===== src/rtl/sw_chan_pkg.sv =====
// Shared types and channel-stepping helpers for the switch-channel scan controller.
// SW_CHAN_SKIP_MCU_EN removes channels 14/15 from every stepping path.
package sw_chan_pkg;

    typedef enum logic [2:0] {
        IDLE,
        SET,
        DWELL,
        REQ,
        RELEASE,
        NEXT,
        FIN
    } state_e;

    localparam logic [7:0] SKIP_CH_LO = 8'd14;
    localparam logic [7:0] SKIP_CH_HI = 8'd15;

`ifdef SW_CHAN_SKIP_MCU_EN
    localparam bit SKIP_EN = 1'b1;
`else
    localparam bit SKIP_EN = 1'b0;
`endif

    // Nearest legal channel at or above c.
    function automatic logic [7:0] chan_legal(input logic [7:0] c);
        logic [7:0] r;
        r = c;
        if (SKIP_EN && (c == SKIP_CH_LO || c == SKIP_CH_HI)) begin
            r = SKIP_CH_HI + 8'd1;
        end
        return r;
    endfunction

    function automatic logic [7:0] chan_next(input logic [7:0] c, input logic [7:0] lo,
                                             input logic [7:0] hi, input logic wrap);
        logic [7:0] n;
        if (c >= hi) begin
            n = wrap ? lo : c;
        end else begin
            n = c + 8'd1;
            if (SKIP_EN && n == SKIP_CH_LO) begin
                n = SKIP_CH_HI + 8'd1;
            end
        end
        return n;
    endfunction

    function automatic logic [7:0] chan_prev(input logic [7:0] c, input logic [7:0] lo,
                                             input logic [7:0] hi, input logic wrap);
        logic [7:0] n;
        if (c <= lo) begin
            n = wrap ? hi : c;
        end else begin
            n = c - 8'd1;
            if (SKIP_EN && n == SKIP_CH_HI) begin
                n = SKIP_CH_LO - 8'd1;
            end
        end
        return n;
    endfunction

endpackage


===== src/rtl/sw_chan_scan_ctrl_debounce.sv =====
// Two-flop synchroniser, stable-sample debouncer and one-cycle press pulse for a momentary switch.
module sw_debounce #(
    parameter int unsigned DB_CYC = 1000
) (
    input  logic clk,
    input  logic rst_n,
    input  logic raw,
    output logic rise
);

    localparam int unsigned CNT_W = (DB_CYC < 2) ? 1 : $clog2(DB_CYC);
    localparam logic [CNT_W-1:0] DB_LAST = CNT_W'(DB_CYC - 1);

    logic [1:0]       sync_q, sync_d;
    logic             level_q, level_d;
    logic             rise_q, rise_d;
    logic [CNT_W-1:0] cnt_q, cnt_d;

    // Level follows the synchronised input only after DB_CYC consecutive differing samples.
    always_comb begin
        sync_d  = {sync_q[0], raw};
        level_d = level_q;
        rise_d  = 1'b0;
        cnt_d   = '0;
        if (sync_q[1] != level_q) begin
            if (cnt_q == DB_LAST) begin
                level_d = sync_q[1];
                rise_d  = sync_q[1];
            end else begin
                cnt_d = cnt_q + CNT_W'(1);
            end
        end
    end

    always_ff @(posedge clk or negedge rst_n) begin
        if (!rst_n) begin
            sync_q  <= 2'b00;
            level_q <= 1'b0;
            rise_q  <= 1'b0;
            cnt_q   <= '0;
        end else begin
            sync_q  <= sync_d;
            level_q <= level_d;
            rise_q  <= rise_d;
            cnt_q   <= cnt_d;
        end
    end

    assign rise = rise_q;

endmodule


===== src/rtl/sw_chan_scan_ctrl.sv =====
// Switch-channel select owner: debounced manual stepping in IDLE, triggered auto scan otherwise.
// Build option SW_CHAN_SKIP_MCU_EN keeps channels 14/15 out of every selection.
module sw_chan_scan_ctrl
    import sw_chan_pkg::*;
#(
    parameter int unsigned CH_MIN    = 0,
    parameter int unsigned CH_MAX    = 4,
    parameter int unsigned CH_DEF    = 0,
    parameter int unsigned WRAP_EN   = 1,
    parameter int unsigned DB_CYC    = 1000,
    parameter int unsigned DWELL_CYC = 256,
    parameter int unsigned TMO_CYC   = 65535
) (
    input  logic       clk,
    input  logic       rst_n,
    input  logic       up_raw,
    input  logic       dn_raw,
    input  logic       auto_start,
    input  logic       abort,
    input  logic       meas_ack,
    output logic [7:0] chan,
    output logic       chan_vld,
    output logic       meas_req,
    output logic       busy,
    output logic       done,
    output logic       err
);

    localparam logic [7:0] CH_LO    = chan_legal(8'(CH_MIN));
    localparam logic [7:0] CH_HI    = chan_legal(8'(CH_MAX));
    localparam logic [7:0] CH_DEF_L = chan_legal(8'(CH_DEF));
    localparam logic       WRAP     = (WRAP_EN != 0);
    localparam logic       TMO_EN   = (TMO_CYC != 0);

    localparam int unsigned DW_W  = (DWELL_CYC < 2) ? 1 : $clog2(DWELL_CYC);
    localparam int unsigned TMO_W = (TMO_CYC < 2) ? 1 : $clog2(TMO_CYC);
    localparam int unsigned CNT_W = (DW_W > TMO_W) ? DW_W : TMO_W;
    localparam logic [CNT_W-1:0] DWELL_LAST = CNT_W'(DWELL_CYC - 1);
    localparam logic [CNT_W-1:0] TMO_LAST   = CNT_W'((TMO_CYC == 0) ? 0 : TMO_CYC - 1);

    state_e           state_q, state_d;
    logic [7:0]       chan_q, chan_d;
    logic             chan_vld_q, chan_vld_d;
    logic             meas_req_q, meas_req_d;
    logic             busy_q, busy_d;
    logic             done_q, done_d;
    logic             err_q, err_d;
    logic [CNT_W-1:0] cnt_q, cnt_d;
    logic [7:0]       step_c;
    logic             up_press_c, dn_press_c;

    sw_debounce #(.DB_CYC(DB_CYC)) u_db_up (
        .clk  (clk),
        .rst_n(rst_n),
        .raw  (up_raw),
        .rise (up_press_c)
    );

    sw_debounce #(.DB_CYC(DB_CYC)) u_db_dn (
        .clk  (clk),
        .rst_n(rst_n),
        .raw  (dn_raw),
        .rise (dn_press_c)
    );

    always_comb begin
        state_d    = state_q;
        chan_d     = chan_q;
        chan_vld_d = 1'b0;
        meas_req_d = meas_req_q;
        err_d      = err_q;
        cnt_d      = cnt_q;
        step_c     = chan_q;

        unique case (state_q)
            IDLE: begin
                if (auto_start && !abort) begin
                    state_d    = SET;
                    chan_d     = CH_LO;
                    chan_vld_d = 1'b1;
                    err_d      = 1'b0;
                end else if (up_press_c ^ dn_press_c) begin
                    // Simultaneous up/down presses cancel; saturated steps stay silent.
                    step_c     = up_press_c ? chan_next(chan_q, CH_LO, CH_HI, WRAP)
                                            : chan_prev(chan_q, CH_LO, CH_HI, WRAP);
                    chan_d     = step_c;
                    chan_vld_d = (step_c != chan_q);
                end
            end
            SET, NEXT: begin
                state_d = DWELL;
                cnt_d   = '0;
            end
            DWELL: begin
                if (cnt_q == DWELL_LAST) begin
                    state_d    = REQ;
                    meas_req_d = 1'b1;
                    cnt_d      = '0;
                end else begin
                    cnt_d = cnt_q + CNT_W'(1);
                end
            end
            REQ: begin
                if (meas_ack) begin
                    state_d    = RELEASE;
                    meas_req_d = 1'b0;
                end else if (TMO_EN && cnt_q == TMO_LAST) begin
                    state_d    = RELEASE;
                    meas_req_d = 1'b0;
                    err_d      = 1'b1;
                end else begin
                    cnt_d = cnt_q + CNT_W'(1);
                end
            end
            RELEASE: begin
                if (!meas_ack) begin
                    if (chan_q == CH_HI) begin
                        state_d    = FIN;
                        chan_d     = CH_DEF_L;
                        chan_vld_d = (chan_q != CH_DEF_L);
                    end else begin
                        state_d    = NEXT;
                        chan_d     = chan_next(chan_q, CH_LO, CH_HI, 1'b0);
                        chan_vld_d = 1'b1;
                    end
                end
            end
            FIN:     state_d = IDLE;
            default: state_d = IDLE;
        endcase

        // Abort overrides whatever the scan was about to do; err is left as is.
        if (state_q != IDLE && abort) begin
            state_d    = IDLE;
            chan_d     = CH_DEF_L;
            chan_vld_d = (chan_q != CH_DEF_L);
            meas_req_d = 1'b0;
        end

        busy_d = (state_d != IDLE);
        done_d = (state_d == FIN);
    end

    always_ff @(posedge clk or negedge rst_n) begin
        if (!rst_n) begin
            state_q    <= IDLE;
            chan_q     <= CH_DEF_L;
            chan_vld_q <= 1'b0;
            meas_req_q <= 1'b0;
            busy_q     <= 1'b0;
            done_q     <= 1'b0;
            err_q      <= 1'b0;
            cnt_q      <= '0;
        end else begin
            state_q    <= state_d;
            chan_q     <= chan_d;
            chan_vld_q <= chan_vld_d;
            meas_req_q <= meas_req_d;
            busy_q     <= busy_d;
            done_q     <= done_d;
            err_q      <= err_d;
            cnt_q      <= cnt_d;
        end
    end

    assign chan     = chan_q;
    assign chan_vld = chan_vld_q;
    assign meas_req = meas_req_q;
    assign busy     = busy_q;
    assign done     = done_q;
    assign err      = err_q;

endmodule


===== config.mk =====
export PLATFORM = sky130hd
export DESIGN_NAME = sw_chan_scan_ctrl
export DESIGN_NICKNAME = d
export VERILOG_FILES = /design/src/rtl/sw_chan_pkg.sv /design/src/rtl/sw_chan_scan_ctrl_debounce.sv /design/src/rtl/sw_chan_scan_ctrl.sv
export SDC_FILE = /design/constraint.sdc
export NUM_CORES = 1
export LEC_CHECK = 0
export BUFFER_PORTS_ARGS = -buffer_cell sky130_fd_sc_hd__buf_2
export CORE_MARGIN = 4
export CORE_UTILIZATION = 37
export CTS_BUF_LIST = sky130_fd_sc_hd__clkbuf_8 sky130_fd_sc_hd__clkbuf_16
export DETAILED_ROUTE_END_ITERATION = 7
export PLACE_DENSITY = 0.64
export SYNTH_ARGS = -nofsm -noshare
export SYNTH_HDL_FRONTEND = slang
export SYNTH_SLANG_ARGS = --single-unit

===== constraint.sdc =====
create_clock -name clk -period 3.3 [get_ports clk]
set_input_delay 0.165 -clock clk [delete_from_list [all_inputs] [get_ports clk]]
set_output_delay 0.165 -clock clk [all_outputs]
set_load 0.02 [all_outputs]

After elaboration in Yosys (flattened, before gate mapping)
Cells that the tools add are included.

word-level totals
  flip-flop bits (word level) = 60
  bits in latches = 0
  bits in writable memories = 0
  ROM bits = 0
  input bits = 7
  output and inout bits = 13
  memories kept = 0

cells by class
  $add $sub $neg = 5
  multipliers = 0
  divide/modulo/power cells = 0
  $lt $le $gt $ge = 2
  equal/unequal tests = 23
  shifts and indexed selects = 0
  mux-type cells = 51
  bitwise operators = 1
  reductions and logical operators = 18

operator list
  kind                   number
  $mux 8                 15
  $mux 16                3
  $pmux 16 s3            1
  $mux 10                4
  $add 10x1->10 const B  2
  $eq 10x10->1 const B   2
  $mux 3                 6
  $add 16x1->16 const B  1
  $eq 16x16->1 const B   1
  $eq 16x8->1 const B    1
  $mux 1                 16
  $pmux 8 s2             1
  $pmux 3 s5             1
  $reduce_bool 3->1      5
  $ne 4x4->1 const B     3
  $eq 3x3->1 const B     3
  $add 8x1->8 const B    1
  $eq 8x3->1 const B     1
  $ge 8x3->1 const B     1
  $le 8x1->1 const B     1
  $ne 2x2->1 const B     4
  $ne 8x8->1             1
  $reduce_and 4->1       2
  $reduce_bool 8->1      1
  15 further kinds       23

Depth between registers and ports, before layout
  depth after elaboration = 11
  depth in mapped cells = 9

By module
Synthesis repeated with hierarchy kept, for this count alone.

second synthesis, totals
  cell total of the unflattened synthesis = 377
  area, all modules = 3,537.1 um2

by module, submodules not included
  module             times used  cells an instance  area an instance (um2)
  sw_chan_scan_ctrl  1           261                2,243.4
  sw_debounce        2           58                 646.9

Worst setup path after synthesis
No wires, ideal clock.

  kind = reg2reg
  from = register cnt_q[0]
  to = register cnt_q[13]
  library setup time = 0.124 ns
  arrival time = 2.036 ns
  data required time = 3.176 ns
  setup slack = 1.139 ns
  cell stages (with the launch flop) = 7
  buffers on the path = 0
  period minus slack after synthesis = 2.161 ns
  cell sequence = dfrtp_1 > ha_1 > or4b_2 > or4_4 > a21oi_2 > nor4_1 > or2_1

on the way
  cells in the longest elaborated chain, start to end = 4
  elaborated cells between the ends (all ways) = 9
  those cells by class = add/sub (1); eq/ne (3); mux (4); reduce/logical (1)

ends and longest elaborated chain
  item                    line                                                text
  from (decl)             sw_chan_scan_ctrl.sv:48                             logic [CNT_W-1:0] cnt_q, cnt_d;
  from (signal assigned)  sw_chan_scan_ctrl.sv:162                            cnt_q <= cnt_d;
  $add 16x1->16           sw_chan_scan_ctrl.sv:100, sw_chan_scan_ctrl.sv:112
  $mux 16                 sw_chan_scan_ctrl.sv:107                            end else if (TMO_EN && cnt_q == TMO_LAST) begin
  $mux 16                 sw_chan_scan_ctrl.sv:104                            if (meas_ack) begin
  $pmux 16 s3             sw_chan_scan_ctrl.sv:75                             unique case (state_q)

Several ways; a longest one is shown, not always the timed one. The select of a mux whose other input is x is not followed.
A chain may end at the register's enable or synchronous reset.

Final worst setup path
Same ends and word-level chain as after synthesis.

==> out/qor.yml <==
route:
  num_vias: 2737
  wl_per_cell_um: 14.30
  final_wl_mm: 7.035
  drt_drc_violations_left: 0
  dr.first_iter.drc_count: 90
  detail-route-antenna-nets: 0
  route.detailed.vias_per_inst: 5.563
  number_of_iterations_in_the_first_detailed_routing_pass: 5
min_path:
  holdPathEnd: "state_q[2]"
  hold_path.startpoint: "abort"
  class_of_the_worst_hold_path: "in -> reg"
  whs_path_depth: 2
sta:
  final-max-slew-violation-count: 0
  worst_pin_slew_ns: 0.9478
  timing.final.crit_share_pct: 78.41
  report.final.setup_viol: 0
  setup_repair_after_global_routing_missed_its_margin: "no"
  finClkSkew_ns: 0.01238
  fmax_mhz: 386.5
  setup-tns-final_ns: 0
  hold_violations: 0
  finalCriticalPeriod_ns: 2.588
  max-slew-margin-rel_pct: 36.81
die:
  rows: 34
  area_enclosed_by_the_die_boundary_mm2: 0.01049
  initial_utilization_pct: 38.02
  die_h_um: 102.4
  die_w_um: 102.4
  core-area_mm2: 0.008678
  ios: 20
power_and_ir_drop:
  p_clk_share_pct: 26.1
  power-per-cell-area_mw_per_mm2: 667.8
  leakagePower_uw: 0.001596
  vdd_ir_max_mv: 0.1823
  seq_power_share_pct: 38.1
  p_comb_share_pct: 35.8
  power.switching_fraction_pct: 39.91
  cellInternalPower_uw: 1488
  switching_power_uw: 988.1
setup_path:
  reg2reg_from: "cnt_q[0]"
  critPathRequiredTime_ns: 3.53
  critical_path.slowest_cell: "sky130_fd_sc_hd__or4b_2"
  timing.critical_path.cells: "ha_1 > or4b_2 > or4_4 > a21oi_2 > nor4_1 > or2_1"
  timing.critical_path.arrival_ns: 2.82
  rr_worst_depth: 6
  number_of_buffer_and_inverter_stages_on_the_critical_path: 0
  setup.worst_path.end_class: "register"
  cpPeakStageDelay_ns: 0.62
  critical_path_class: "reg -> reg"
  timing.critical_path.max_delay_family: "simple AND/OR/NAND/NOR gates"
  r2r_setup_slack_ns: 0.71
  start_kind: "register"
  crit-reg2reg-capture: "cnt_q[13]"
  crit_fanout: 12
synthesis:
  synth-xor-area-share_pct: 6.105
  synth_register_bits: 60
  number_of_synthesized_flops_with_an_enable_pin: 0
  async_set_or_reset_flop_fraction_in_the_synthesized_netlist_pct: 100.0
  synth_compound_gate_area_share_pct: 15.40
  synth_top_family_by_area: "simple AND/OR/NAND/NOR gates"
  synth_adder_area_share_pct: 2.655
  syn_avg_cell_area_um2: 9.268
  synthCells: 356
  synth.yosys.warnings: 0
  syn_nets: 370
  yosys-mux-area-fraction_pct: 0.9860
  number_of_library_cell_types_mapped_by_synthesis: 55
  yosys.area_share.simple_pct: 25.98
  ys_seq_area_share_pct: 45.51
  syn-cell-area_mm2: 0.003299
  synth-main-ff-cell: "sky130_fd_sc_hd__dfrtp_1"
clock_network:
  cts.repair.resized: 0
  cts_sinks: 60
  clkLatencyLatePin_ns: 0.35
  cts_tree: "yes"
  postCtsSetupBuffers: 0
  clock-root-buffer: "sky130_fd_sc_hd__clkbuf_8"
  cts_max_path_buffers: 2
  cts_hold_repair.buffers: 3
  cts-htree-levels: 3
  cts_inserted_buffers: 9
  clkSlewWorstSetupHoldPaths_ns: 0.07
global_route:
  grt.busiest_layer: "met2"
  grt_util_met3_pct: 2.867
  grt_first_pass_wirelength_mm: 11.92
  globalRoute.totalOverflow: 0
  grt_util_met2_pct: 20.61
  grt_antenna_before_repair: 0
  globalRouteTotalUtil_pct: 14.28
  first_global_vias: 2543
  grtUsageMet1_pct: 20.03
  largest_net_degree_at_the_start_of_global_routing: 42
cells_and_area:
  finish.instance_area_mm2: 0.003707
  layout-drive-gt1-share_pct: 11.46
  area_growth_pct: 12.36
  nNetsFinal: 394
  diodes: 0
placement:
  dpl-instance-area_mm2: 0.003493
  portBuffers: 19
  hpwlAfterDp_mm: 4.918
  gp_congestion: 0.9055
status:
  outcome: "finished clean"
run:
  max-cap-violations: 0
## flip-flops by register name, indices dropped and copies added (netlist names), 2 cells and up
| name | flops |
|---|---|
| u_db_up.sync_q | 2 |
| u_db_up.cnt_q | 10 |
| cnt_q | 16 |
| chan | 8 |
| u_db_dn.cnt_q | 10 |
| u_db_dn.sync_q | 2 |
| state_q | 3 |
## power by group through the flow
stage	combinational [uW]	clock, uW	sequential [uW]
detailed placement	871	0	952
global placement	875	0	951
global route	985	694	957
floorplan	630	0	966
CTS	880	662	938
finish	887	647	942
## final cells by class
cell class	count	area (um2)
clock buffer	10	137.6
clock inverter	5	46.29
timing repair buffer	24	140.1
fill	854	4971
inverter	16	60.06
multi-input combinational	269	1687
sequential	60	1501
tap	108	135.1
## per-stage QoR
stage	hold slack (ns)	util (%)	setup WS (ns)	total power (uW)	instances
floorplan	-0.1306	-	1.139	1596	356
global placement	0.2847	40.25	0.7286	1825	474
detailed placement	0.2868	40.25	0.6858	1823	474
CTS	0.08787	42.72	0.7035	2481	492
global route	0.1122	42.72	0.5500	2636	492
finish	0.1001	42.72	0.7124	2476	492
## worst max-delay path by stage
stage | depth (start not counted) | startpoint | to | slack [ns]
6_report | 6 | cnt_q[0] | cnt_q[13] | 0.71
5_1_grt | 6 | cnt_q[0] | cnt_q[13] | 0.55
4_1_cts | 6 | cnt_q[0] | cnt_q[13] | 0.70
3_5_place_dp | 6 | cnt_q[0] | cnt_q[13] | 0.69
3_3_place_gp | 6 | cnt_q[0] | cnt_q[13] | 0.73
2_1_floorplan | 6 | cnt_q[0] | cnt_q[13] | 1.14
## layer usage
metal  routed length [um]  share of wire, %
met5                    0                 0
met4                  114               1.6
met3                  398               5.7
met2                 3094                44
met1                 3428                49
## cell usage in the layout (no fill, tap or decap), types with 3 or more instances in the layout
master,count
sky130_fd_sc_hd__nand4_1,4
sky130_fd_sc_hd__a21oi_1,20
sky130_fd_sc_hd__nor3_1,11
sky130_fd_sc_hd__dfrtp_1,60
sky130_fd_sc_hd__and2_1,6
sky130_fd_sc_hd__o21ai_0,18
sky130_fd_sc_hd__dlygate4sd3_1,3
sky130_fd_sc_hd__xnor2_1,18
sky130_fd_sc_hd__buf_2,19
sky130_fd_sc_hd__o21a_1,4
sky130_fd_sc_hd__nand2b_1,3
sky130_fd_sc_hd__o22ai_1,5
sky130_fd_sc_hd__nand2_1,30
sky130_fd_sc_hd__nor2_1,35
sky130_fd_sc_hd__or4_1,9
sky130_fd_sc_hd__and4_1,3
sky130_fd_sc_hd__nor3b_1,3
sky130_fd_sc_hd__and3_1,7
sky130_fd_sc_hd__nor4_1,4
sky130_fd_sc_hd__inv_1,19
sky130_fd_sc_hd__xor2_1,5
sky130_fd_sc_hd__clkbuf_8,10
sky130_fd_sc_hd__o31ai_1,7
sky130_fd_sc_hd__or3_1,6
sky130_fd_sc_hd__nor2b_1,3
sky130_fd_sc_hd__ha_1,7
sky130_fd_sc_hd__nand3_1,20
sky130_fd_sc_hd__a21oi_2,3
sky130_fd_sc_hd__a211oi_1,3
## logic make-up after synthesis
kind of cell / count (synthesis)
simple gates: 158
fa+ha+maj: 7
xor+xnor: 23
mux: 3
flops: 60
compound gates: 78
buf+inv: 27
## synthesized netlist by cell type (2+ instances only)
| library cell | count | area (um2) |
|---|---|---|
| sky130_fd_sc_hd__nor2b_1 | 3 | 18.77 |
| sky130_fd_sc_hd__nor3b_1 | 3 | 22.52 |
| sky130_fd_sc_hd__and2_1 | 6 | 37.54 |
| sky130_fd_sc_hd__xor2_1 | 5 | 43.79 |
| sky130_fd_sc_hd__ha_1 | 7 | 87.58 |
| sky130_fd_sc_hd__or4_1 | 9 | 67.56 |
| sky130_fd_sc_hd__nor3_1 | 11 | 55.05 |
| sky130_fd_sc_hd__a211oi_1 | 3 | 22.52 |
| sky130_fd_sc_hd__nor4_1 | 4 | 25.02 |
| sky130_fd_sc_hd__o22ai_1 | 5 | 31.28 |
| sky130_fd_sc_hd__o21a_1 | 4 | 30.03 |
| sky130_fd_sc_hd__a21oi_1 | 20 | 100.1 |
| sky130_fd_sc_hd__dfrtp_1 | 60 | 1501 |
| sky130_fd_sc_hd__nand4_1 | 4 | 25.02 |
| sky130_fd_sc_hd__or4_4 | 2 | 22.52 |
| sky130_fd_sc_hd__mux2_2 | 2 | 22.52 |
| sky130_fd_sc_hd__o2111a_1 | 2 | 22.52 |
| sky130_fd_sc_hd__inv_1 | 16 | 60.06 |
| sky130_fd_sc_hd__and3_1 | 7 | 43.79 |
| sky130_fd_sc_hd__buf_2 | 2 | 10.01 |
| sky130_fd_sc_hd__buf_4 | 2 | 15.01 |
| sky130_fd_sc_hd__or3_1 | 6 | 37.54 |
| sky130_fd_sc_hd__nand2_1 | 30 | 112.6 |
| sky130_fd_sc_hd__clkbuf_1 | 7 | 26.28 |
| sky130_fd_sc_hd__nand2b_1 | 3 | 18.77 |
| sky130_fd_sc_hd__o21ai_0 | 18 | 90.09 |
| sky130_fd_sc_hd__o211ai_1 | 2 | 15.01 |
| sky130_fd_sc_hd__and4_1 | 3 | 26.28 |
| sky130_fd_sc_hd__o31ai_1 | 7 | 52.55 |
| sky130_fd_sc_hd__xnor2_1 | 18 | 157.7 |
| sky130_fd_sc_hd__a21oi_2 | 3 | 26.28 |
| sky130_fd_sc_hd__o211a_1 | 2 | 20.02 |
| sky130_fd_sc_hd__nor4b_1 | 2 | 17.52 |
| sky130_fd_sc_hd__nand3_1 | 20 | 100.1 |
| sky130_fd_sc_hd__a32oi_1 | 2 | 17.52 |
| sky130_fd_sc_hd__a21o_1 | 2 | 15.01 |
| sky130_fd_sc_hd__o22a_1 | 2 | 17.52 |
| sky130_fd_sc_hd__nor2_1 | 35 | 131.4 |
(Power assumes the default switching activity.)
